## src/rtl/fetch_unit_pkg.sv

```systemverilog
// Shared definitions for the instruction-fetch stage: state encoding,
// the NOP word injected on redirect and the default PC width.
package fetch_unit_pkg;

    localparam int PC_WIDTH_DEFAULT = 10;

    localparam logic [31:0] NOP_INSTR = 32'h0000_0000;

    typedef enum logic [1:0] {
        S_FETCH = 2'b00,
        S_HOLD  = 2'b01,
        S_DRAIN = 2'b10
    } fetch_state_e;

endpackage

```

## src/rtl/fetch_unit.sv

```systemverilog
// Instruction-fetch stage: owns the PC, runs a single-outstanding request
// handshake to instruction memory and feeds the REG1 pipeline wall.
module fetch_unit
    import fetch_unit_pkg::*;
#(
    parameter int          PC_WIDTH    = PC_WIDTH_DEFAULT,
    parameter int unsigned RESET_PC    = 0,
    parameter int unsigned ACK_TIMEOUT = 15
) (
    input  logic                clock,
    input  logic                reset,
    input  logic                stall,
    input  logic                redirect,
    input  logic [PC_WIDTH-1:0] redirect_pc,
    output logic                im_req,
    output logic [PC_WIDTH-1:0] im_addr,
    input  logic                im_ack,
    input  logic [31:0]         im_rdata,
    output logic [31:0]         oIF_instruction,
    output logic [PC_WIDTH-1:0] oIF_current_pc,
    output logic                oIF_valid,
    output logic                do_flush_REG1,
    output logic                im_error
);

    localparam int                  CNT_W    = $clog2(ACK_TIMEOUT + 1);
    localparam logic [PC_WIDTH-1:0] PC_RST   = PC_WIDTH'(RESET_PC);
    localparam logic [PC_WIDTH-1:0] PC_ONE   = {{(PC_WIDTH-1){1'b0}}, 1'b1};
    localparam logic [CNT_W-1:0]    CNT_ZERO = {CNT_W{1'b0}};
    localparam logic [CNT_W-1:0]    CNT_ONE  = CNT_W'(1);
    localparam logic [CNT_W-1:0]    CNT_MAX  = CNT_W'(ACK_TIMEOUT);
    localparam logic [CNT_W-1:0]    CNT_LAST = CNT_W'(ACK_TIMEOUT - 1);

    fetch_state_e        state_r,    state_s;
    logic [PC_WIDTH-1:0] pc_r,       pc_s;
    logic                req_r,      req_s;
    logic [PC_WIDTH-1:0] addr_r,     addr_s;
    logic [31:0]         instr_r,    instr_s;
    logic [PC_WIDTH-1:0] cur_pc_r,   cur_pc_s;
    logic                valid_r,    valid_s;
    logic                flush_r,    flush_s;
    logic [31:0]         hold_buf_r, hold_buf_s;
    logic [CNT_W-1:0]    wait_cnt_r;
    logic                error_r;
    logic                ack_s;

    // An ack only counts while a request is actually outstanding.
    assign ack_s = req_r & im_ack;

    // Next-state and next-output logic; redirect overrides everything.
    always_comb begin
        state_s    = state_r;
        pc_s       = pc_r;
        req_s      = req_r;
        addr_s     = addr_r;
        instr_s    = instr_r;
        cur_pc_s   = cur_pc_r;
        valid_s    = valid_r;
        flush_s    = 1'b0;
        hold_buf_s = hold_buf_r;

        if (redirect) begin
            pc_s    = redirect_pc;
            instr_s = NOP_INSTR;
            valid_s = 1'b0;
            flush_s = 1'b1;
            // An unacked request must still be drained; address stays put.
            if (req_r && !im_ack) begin
                state_s = S_DRAIN;
            end else begin
                state_s = S_FETCH;
                req_s   = 1'b0;
            end
        end else begin
            case (state_r)
                S_FETCH: begin
                    if (!req_r) begin
                        req_s  = 1'b1;
                        addr_s = pc_r;
                    end else if (im_ack) begin
                        req_s = 1'b0;
                        if (stall) begin
                            hold_buf_s = im_rdata;
                            state_s    = S_HOLD;
                        end else begin
                            instr_s  = im_rdata;
                            cur_pc_s = pc_r;
                            valid_s  = 1'b1;
                            pc_s     = pc_r + PC_ONE;
                        end
                    end else begin
                        req_s = 1'b1;
                    end
                end
                S_HOLD: begin
                    if (!stall) begin
                        instr_s  = hold_buf_r;
                        cur_pc_s = pc_r;
                        valid_s  = 1'b1;
                        pc_s     = pc_r + PC_ONE;
                        state_s  = S_FETCH;
                    end else begin
                        state_s = S_HOLD;
                    end
                end
                S_DRAIN: begin
                    if (im_ack) begin
                        req_s   = 1'b0;
                        state_s = S_FETCH;
                    end else begin
                        state_s = S_DRAIN;
                    end
                end
                default: begin
                    state_s = S_FETCH;
                    req_s   = 1'b0;
                end
            endcase
        end
    end

    // State, PC, handshake and REG1-facing output registers.
    always_ff @(posedge clock or negedge reset) begin
        if (!reset) begin
            state_r    <= S_FETCH;
            pc_r       <= PC_RST;
            req_r      <= 1'b0;
            addr_r     <= PC_RST;
            instr_r    <= NOP_INSTR;
            cur_pc_r   <= {PC_WIDTH{1'b0}};
            valid_r    <= 1'b0;
            flush_r    <= 1'b0;
            hold_buf_r <= NOP_INSTR;
        end else begin
            state_r    <= state_s;
            pc_r       <= pc_s;
            req_r      <= req_s;
            addr_r     <= addr_s;
            instr_r    <= instr_s;
            cur_pc_r   <= cur_pc_s;
            valid_r    <= valid_s;
            flush_r    <= flush_s;
            hold_buf_r <= hold_buf_r == hold_buf_s ? hold_buf_r : hold_buf_s;
        end
    end

    // Ack-wait counter with a sticky timeout flag; the request is never retried.
    always_ff @(posedge clock or negedge reset) begin
        if (!reset) begin
            wait_cnt_r <= CNT_ZERO;
            error_r    <= 1'b0;
        end else if (ack_s) begin
            wait_cnt_r <= CNT_ZERO;
        end else if (req_r) begin
            if (wait_cnt_r != CNT_MAX) begin
                wait_cnt_r <= wait_cnt_r + CNT_ONE;
            end
            if (wait_cnt_r >= CNT_LAST) begin
                error_r <= 1'b1;
            end
        end
    end

    assign im_req          = req_r;
    assign im_addr         = addr_r;
    assign oIF_instruction = instr_r;
    assign oIF_current_pc  = cur_pc_r;
    assign oIF_valid       = valid_r;
    assign do_flush_REG1   = flush_r;
    assign im_error        = error_r;

endmodule
```

## config.mk

```make
export PLATFORM = sky130hd
export DESIGN_NAME = fetch_unit
export DESIGN_NICKNAME = d
export VERILOG_FILES = /design/src/rtl/fetch_unit_pkg.sv /design/src/rtl/fetch_unit.sv
export SDC_FILE = /design/constraint.sdc
export NUM_CORES = 1
export LEC_CHECK = 0
export ABC_AREA = 0
export BUFFER_PORTS_ARGS = -buffer_cell sky130_fd_sc_hd__buf_2
export CORE_MARGIN = 2
export CORE_UTILIZATION = 40
export DETAILED_ROUTE_END_ITERATION = 16
export PLACE_DENSITY = 0.66
export SYNTH_ARGS = -nofsm -noshare
export SYNTH_HDL_FRONTEND = slang
export SYNTH_SLANG_ARGS = --single-unit
```

## constraint.sdc

```tcl
create_clock -name clock -period 1.9 [get_ports clock]
set_clock_uncertainty 0.05 [all_clocks]
set_input_delay 0.285 -clock clock [delete_from_list [all_inputs] [get_ports clock]]
set_output_delay 0.285 -clock clock [all_outputs]
set_load 0.01 [all_outputs]
```

==> impl_metrics.yaml, run 1 <==
synth:
  yosysWarningCount: 0
  yosysTopAreaCellShare: 0.583
  async_flop_share: 1.00
  ys_top_cells_by_area: "dfrtp_1, mux2_1, mux2_2, a22oi_1, a21oi_1"
  yosysUniqueCellTypes: 37
  synth_top_area_cell: "dfrtp_1"
  ys_seq_area_frac: 0.583
  synth_area_um2: 4460
  synthCells: 371
  synth-main-ff-cell: "dfrtp_1"
  ys_seq_elements: 104
  syn_area_per_cell_um2: 12.0
  syn-num-nets: 421
  synth_edf_count: 0
timing:
  post-route-min-period_ns: 1.77
  final.period_utilization: 0.930
  slew_headroom: 0.677
  finalMaxSlewViolations: 0
  fmax_ghz: 0.566
  rsz0062_at_grt: "false"
  final-hold-violation-count: 0
  setup_viol: 0
  tightest_slew_ns: 0.485
  tns_ns: 0
cts:
  cts-htree-levels: 3
  root_buffer: "clkbuf_8"
  numCtsBuffers: 9
  clock_latency_ns: 0.36
  cts_tree: "done"
  clock-sinks: 104
  clk_pin_slew_ns: 0.09
  cts_setup_buffers: 0
  cts_max_path_buffers: 2
worst_setup_path:
  slowest_delay_ns: 0.42
  cpMaxStageDelayCell: "dfrtp_1"
  crit_type: "reg2reg"
  cp_max_fo: 5
  worst_setup_path_end_kind: "flop"
  worstSetupStartpointType: "flop"
  worstPathArrival_ns: 1.96
  crit_chain: "ha_1, or3b_4, nor4_2, xor2_1, mux2_2"
  required_ns: 2.10
detailed_routing:
  wl_mm: 9.52
  wl_per_cell_um: 15.3
  dr_total_vias: 3221
  drtIter0Drc: 145
  postRouteAntennaNets: 0
  avgViaCountPerCell: 5.17
  drt-pass1-iter-count: 4
  drc: 0
place:
  gp_congestion: 0.830
  hpwlAfterDp_mm: 6.77
  numPortBuffers: 102
  dp_cells: 607
floorplan:
  die_y_um: 110
  core_um2: 10800
  die_x_um: 110
  dieArea_um2: 12000
  num_io_pins: 103
  initial_utilization: 0.411
  rows: 38
power_and_ir_drop:
  p_leak_nw: 2.52
  p_seq_frac: 0.509
  peakVddDrop_v: 0.000549
  intPower_mw: 4.65
  power_frac_clock: 0.229
  pwr-share-comb: 0.262
  p_per_area_nw_per_um2: 1220
  power_switching_share: 0.301
  netSwitchingPower_mw: 2.00
cells_and_area:
  drive_above_1_share: 0.354
  diodes: 0
  finalNonFillerCells: 623
  fillers: 978
  layout_common_cells: "dfrtp_1, buf_2, a21oi_1, nor2_1, a22oi_1"
  final_common_cell: "dfrtp_1"
  area_growth_pct: 22.5
  nets: 529
grt:
  grt_antenna_before_repair: 0
  grt.total_usage: 0.172
  grt_pass1_wl_mm: 15.7
  grt_start_max_net_pins: 44
  grt_pass1_vias: 3062
  grt-ovfl-total: 0
worst_hold_path:
  hold_class: "in2reg"
job:
  cap_violations: 0
outcome:
  status: "complete, no violations"
cell type report:
class / instances / area, µm² / share of cell area
Sequential cell: 104 / 2600 / 0.476
Multi-Input combinational cell: 236 / 1730 / 0.316
Tap cell: 140 / 175 / 0.0321
Clock buffer: 12 / 155 / 0.0284
Timing Repair Buffer: 122 / 716 / 0.131
Inverter: 6 / 22.5 / 0.00412
Clock inverter: 3 / 65.1 / 0.0119
registers in the layout (all words and copies together) (netlist names):
name and cells:
im_error 1, state_r 2, hold_buf_r 32, oIF_valid 1, wait_cnt_r 4, do_flush_REG1 1
pc_r 10, im_addr 10, im_req 1, oIF_instruction 32, oIF_current_pc 10
critical path, delay by kind of cell (launching register included):
family | cells | cell delay (ns)
xor gates and xnor gates | 1 | 0.09
adders and majority gates | 1 | 0.16
DFF | 1 | 0.42
muxes | 1 | 0.26
and+or+nand+nor | 2 | 0.68
through the flow:
stage	instance area (µm²)	setup slack (ns)	power (mW)	hold slack, ns	util
2_1_floorplan	4460	0.216	4.43	-0.0606	-
3_3_place_gp	5230	0.170	5.10	0.230	0.483
3_5_place_dp	5230	0.131	5.21	0.238	0.483
4_1_cts	5460	0.131	6.74	0.0634	0.504
5_1_grt	5460	0.0340	7.11	0.0677	0.504
6_report	5460	0.132	6.65	0.0820	0.504
power by group through the flow:
stage	Sequential (mW)	Combinational, mW	Clock [mW]
after global placement	3.38	1.72	0
final	3.39	1.74	1.52
after CTS	3.39	1.78	1.56
after detailed placement	3.43	1.78	0
after global routing	3.49	1.95	1.67
after floorplan	3.50	0.921	0
per-layer routing:
layer	vias to the layer above	share of wire	GRT usage
met5	-	0	0
met4	0	0.013	0.0606
met3	9	0.042	0.0456
met2	56	0.50	0.266
met1	1615	0.45	0.233
li1	1541	-	-
synth_stat cells (2+ instances only):
cell type and n:
a21o_1 2, a21oi_1 41, a22oi_1 32, a31o_2 3
and3_1 4, buf_2 13, buf_4 6, clkbuf_1 6
dfrtp_1 104, ha_1 3, inv_1 5, mux2_1 29
mux2_2 24, nand2_1 14, nand3_1 4, nand4_1 3
nor2_1 38, nor3_1 4, nor4_2 2, nor4_4 2
o21ai_0 6, o21ai_1 2, o21bai_1 2, o31ai_1 2
xnor2_1 5, xor2_1 4
cell families (layout without fill, tap and decap cells):
family,after synthesis,after routing,synth area share
buf+inv,31,143,0.0348
compound gates,93,93,0.130
xor+xnor,9,9,0.0177
flops,104,104,0.583
simple gates,77,77,0.0898
mux,54,54,0.136
fa+ha+maj,3,3,0.00842
final timing paths:
kind / start / endpoint / slack (ns) / cells past startpoint
worst max-delay path: pc_r[0] / pc_r[8] / 0.13 / 5
worst min-delay path: redirect_pc[5] / pc_r[5] / 0.08 / 3
worst max register to register: pc_r[0] / pc_r[8] / 0.13 / 5
worst min register to register: im_error / im_error / 0.42 / 1
max in group asynchronous: reset / hold_buf_r[21] / 0.90 / 3
min in group asynchronous: reset / oIF_instruction[1] / 0.37 / 2
what timing repair did:
item	in CTS	in global routing
gates resized for setup	0	0
hold buffers	1	0
hold endpoints to repair	33	0
No activity file was read; power rests on OpenSTA's default activity.
==> run 2: changes to the inputs <==
--- a/config.mk
+++ b/config.mk
@@ -7,6 +7,7 @@
 export LEC_CHECK = 0
 export ABC_AREA = 0
 export BUFFER_PORTS_ARGS = -buffer_cell sky130_fd_sc_hd__buf_2
+export CORE_ASPECT_RATIO = 0.6
 export CORE_MARGIN = 2
 export CORE_UTILIZATION = 40
 export DETAILED_ROUTE_END_ITERATION = 16
==> run 2 against run 1 <==
  * Fmax shrank 1.2%
  * Via count shrank 0.56%
  * Final area grew 0.82%
  * Worst hold slack gained 0.027 ns
  * Clock power grew 16%
  * Largest power group unchanged
==> impl_metrics.yaml, run 2 (synthesis gave the netlist of run 1 again) <==
outcome:
  status: "complete, no violations"
detailed_routing:
  drt-pass1-iter-count: 8
  avgViaCountPerCell: 5.15
  wl_mm: 9.93
  drtIter0Drc: 173
  drc: 0
  wl_per_cell_um: 16.0
  postRouteAntennaNets: 0
  dr_total_vias: 3203
worst_setup_path:
  crit_chain: "ha_1, or3b_4, nor4_2, xor2_1, mux2_2"
  worstPathArrival_ns: 1.97
  cp_max_fo: 5
  cpMaxStageDelayCell: "dfrtp_1"
  worst_setup_path_end_kind: "flop"
  slowest_delay_ns: 0.40
  cp_num_buf_inv: 0
  cp_top_family: "simple AND/OR/NAND/NOR gates"
  crit_type: "reg2reg"
  required_ns: 2.08
  worstSetupStartpointType: "flop"
timing:
  tns_ns: 0
  final.period_utilization: 0.941
  final-hold-violation-count: 0
  setup_viol: 0
  rsz0062_at_grt: "false"
  finalMaxSlewViolations: 0
  tightest_slew_ns: 0.476
  slew_headroom: 0.683
  post-route-min-period_ns: 1.79
  fmax_ghz: 0.559
floorplan:
  die_y_um: 85.8
  num_io_pins: 103
  rows: 29
  initial_utilization: 0.417
  die_x_um: 140
  dieArea_um2: 12000
  core_um2: 10700
grt:
  grt_pass1_wl_mm: 16.5
  grt-ovfl-total: 0
  grt.total_usage: 0.173
  grt_pass1_vias: 3162
  grt_antenna_before_repair: 0
  grt_start_max_net_pins: 66
power_and_ir_drop:
  pwr-share-comb: 0.257
  intPower_mw: 4.77
  power_switching_share: 0.311
  power_frac_clock: 0.254
  p_seq_frac: 0.489
  netSwitchingPower_mw: 2.15
  p_leak_nw: 2.54
  peakVddDrop_v: 0.000687
  p_per_area_nw_per_um2: 1260
cells_and_area:
  area_growth_pct: 23.5
  layout_common_cells: "dfrtp_1, buf_2, a21oi_1, nor2_1, a22oi_1"
  fillers: 958
  final_common_cell: "dfrtp_1"
  multi_input_area_um2: 1720
  nets: 528
  fin_util: 0.515
  drive_above_1_share: 0.354
  diodes: 0
  regArea_um2: 2600
cts:
  cts_tree: "done"
  clock_latency_ns: 0.34
  cts_resized: 0
  root_buffer: "clkbuf_16"
  clk_pin_slew_ns: 0.07
  clock-sinks: 104
  cts_max_path_buffers: 2
  cts_setup_buffers: 0
  cts-htree-levels: 3
  numCtsBuffers: 9
worst_hold_path:
  hold_class: "in2reg"
place:
  hpwlAfterDp_mm: 6.97
  numPortBuffers: 102
  gp_congestion: 0.837
job:
  cap_violations: 0
run 2: worst reg2reg max path, stage by stage, from the launching register on:
cell and delay, ns:
dfrtp_1 0.40, ha_1 0.15, or3b_4 0.40, nor4_2 0.30
xor2_1 0.10, mux2_2 0.27
run 2: power groups by stage:
stage / registers, mW / clock network (mW) / logic, mW
after floorplan: 3.50 / 0 / 0.921
after global placement: 3.37 / 0 / 1.73
after detailed placement: 3.41 / 0 / 1.80
after CTS: 3.38 / 1.81 / 1.80
after global routing: 3.49 / 1.90 / 1.96
final: 3.38 / 1.76 / 1.78
run 2: final timing paths:
check                                from        endpoint  slack [ns]  cells past startpoint
setup / recovery                  pc_r[1]         pc_r[8]        0.11                      5
hold / removal             redirect_pc[5]         pc_r[5]        0.11                      3
setup reg to reg                  pc_r[1]         pc_r[8]        0.11                      5
hold reg to reg            hold_buf_r[13]  hold_buf_r[13]        0.44                      1
max in group asynchronous           reset   hold_buf_r[1]        0.87                      3
min in group asynchronous           reset   hold_buf_r[8]        0.35                      2
run 2: repair_timing:
action / in CTS / in global routing
hold buffers: 1 / 0
endpoints found under the setup margin: 0 / 0
endpoints found under the hold margin: 23 / 0
run 2: final cells by class:
cell class	count	share of cell area
flip-flops and latches	104	0.472
multi-input cells	236	0.312
repair buffers	121	0.129
clock buffers	10	0.0416
well taps	139	0.0316
clock inverters	6	0.00954
inverters	6	0.00409
run 2: layer usage:
layer | track usage | share of wire | routed length [µm] | up-vias
met3 | 0.0458 | 0.061 | 603 | 13
met1 | 0.264 | 0.51 | 5040 | 1556
met5 | 0 | 0 | 0 | -
li1 | - | - | - | 1542
met4 | 0.0487 | 0.013 | 129 | 0
met2 | 0.243 | 0.42 | 4160 | 92
run 2: through the flow:
stage | hold WS [ns] | std cells | total power [mW] | instance area, µm² | setup WS, ns
after CTS | 0.0997 | 622 | 6.99 | 5510 | 0.104
after global routing | 0.122 | 622 | 7.35 | 5510 | 0.0186
after detailed placement | 0.167 | 605 | 5.21 | 5220 | 0.116
after floorplan | -0.0606 | 371 | 4.43 | 4460 | 0.216
after global placement | 0.166 | 605 | 5.10 | 5220 | 0.161
final | 0.109 | 622 | 6.91 | 5510 | 0.111
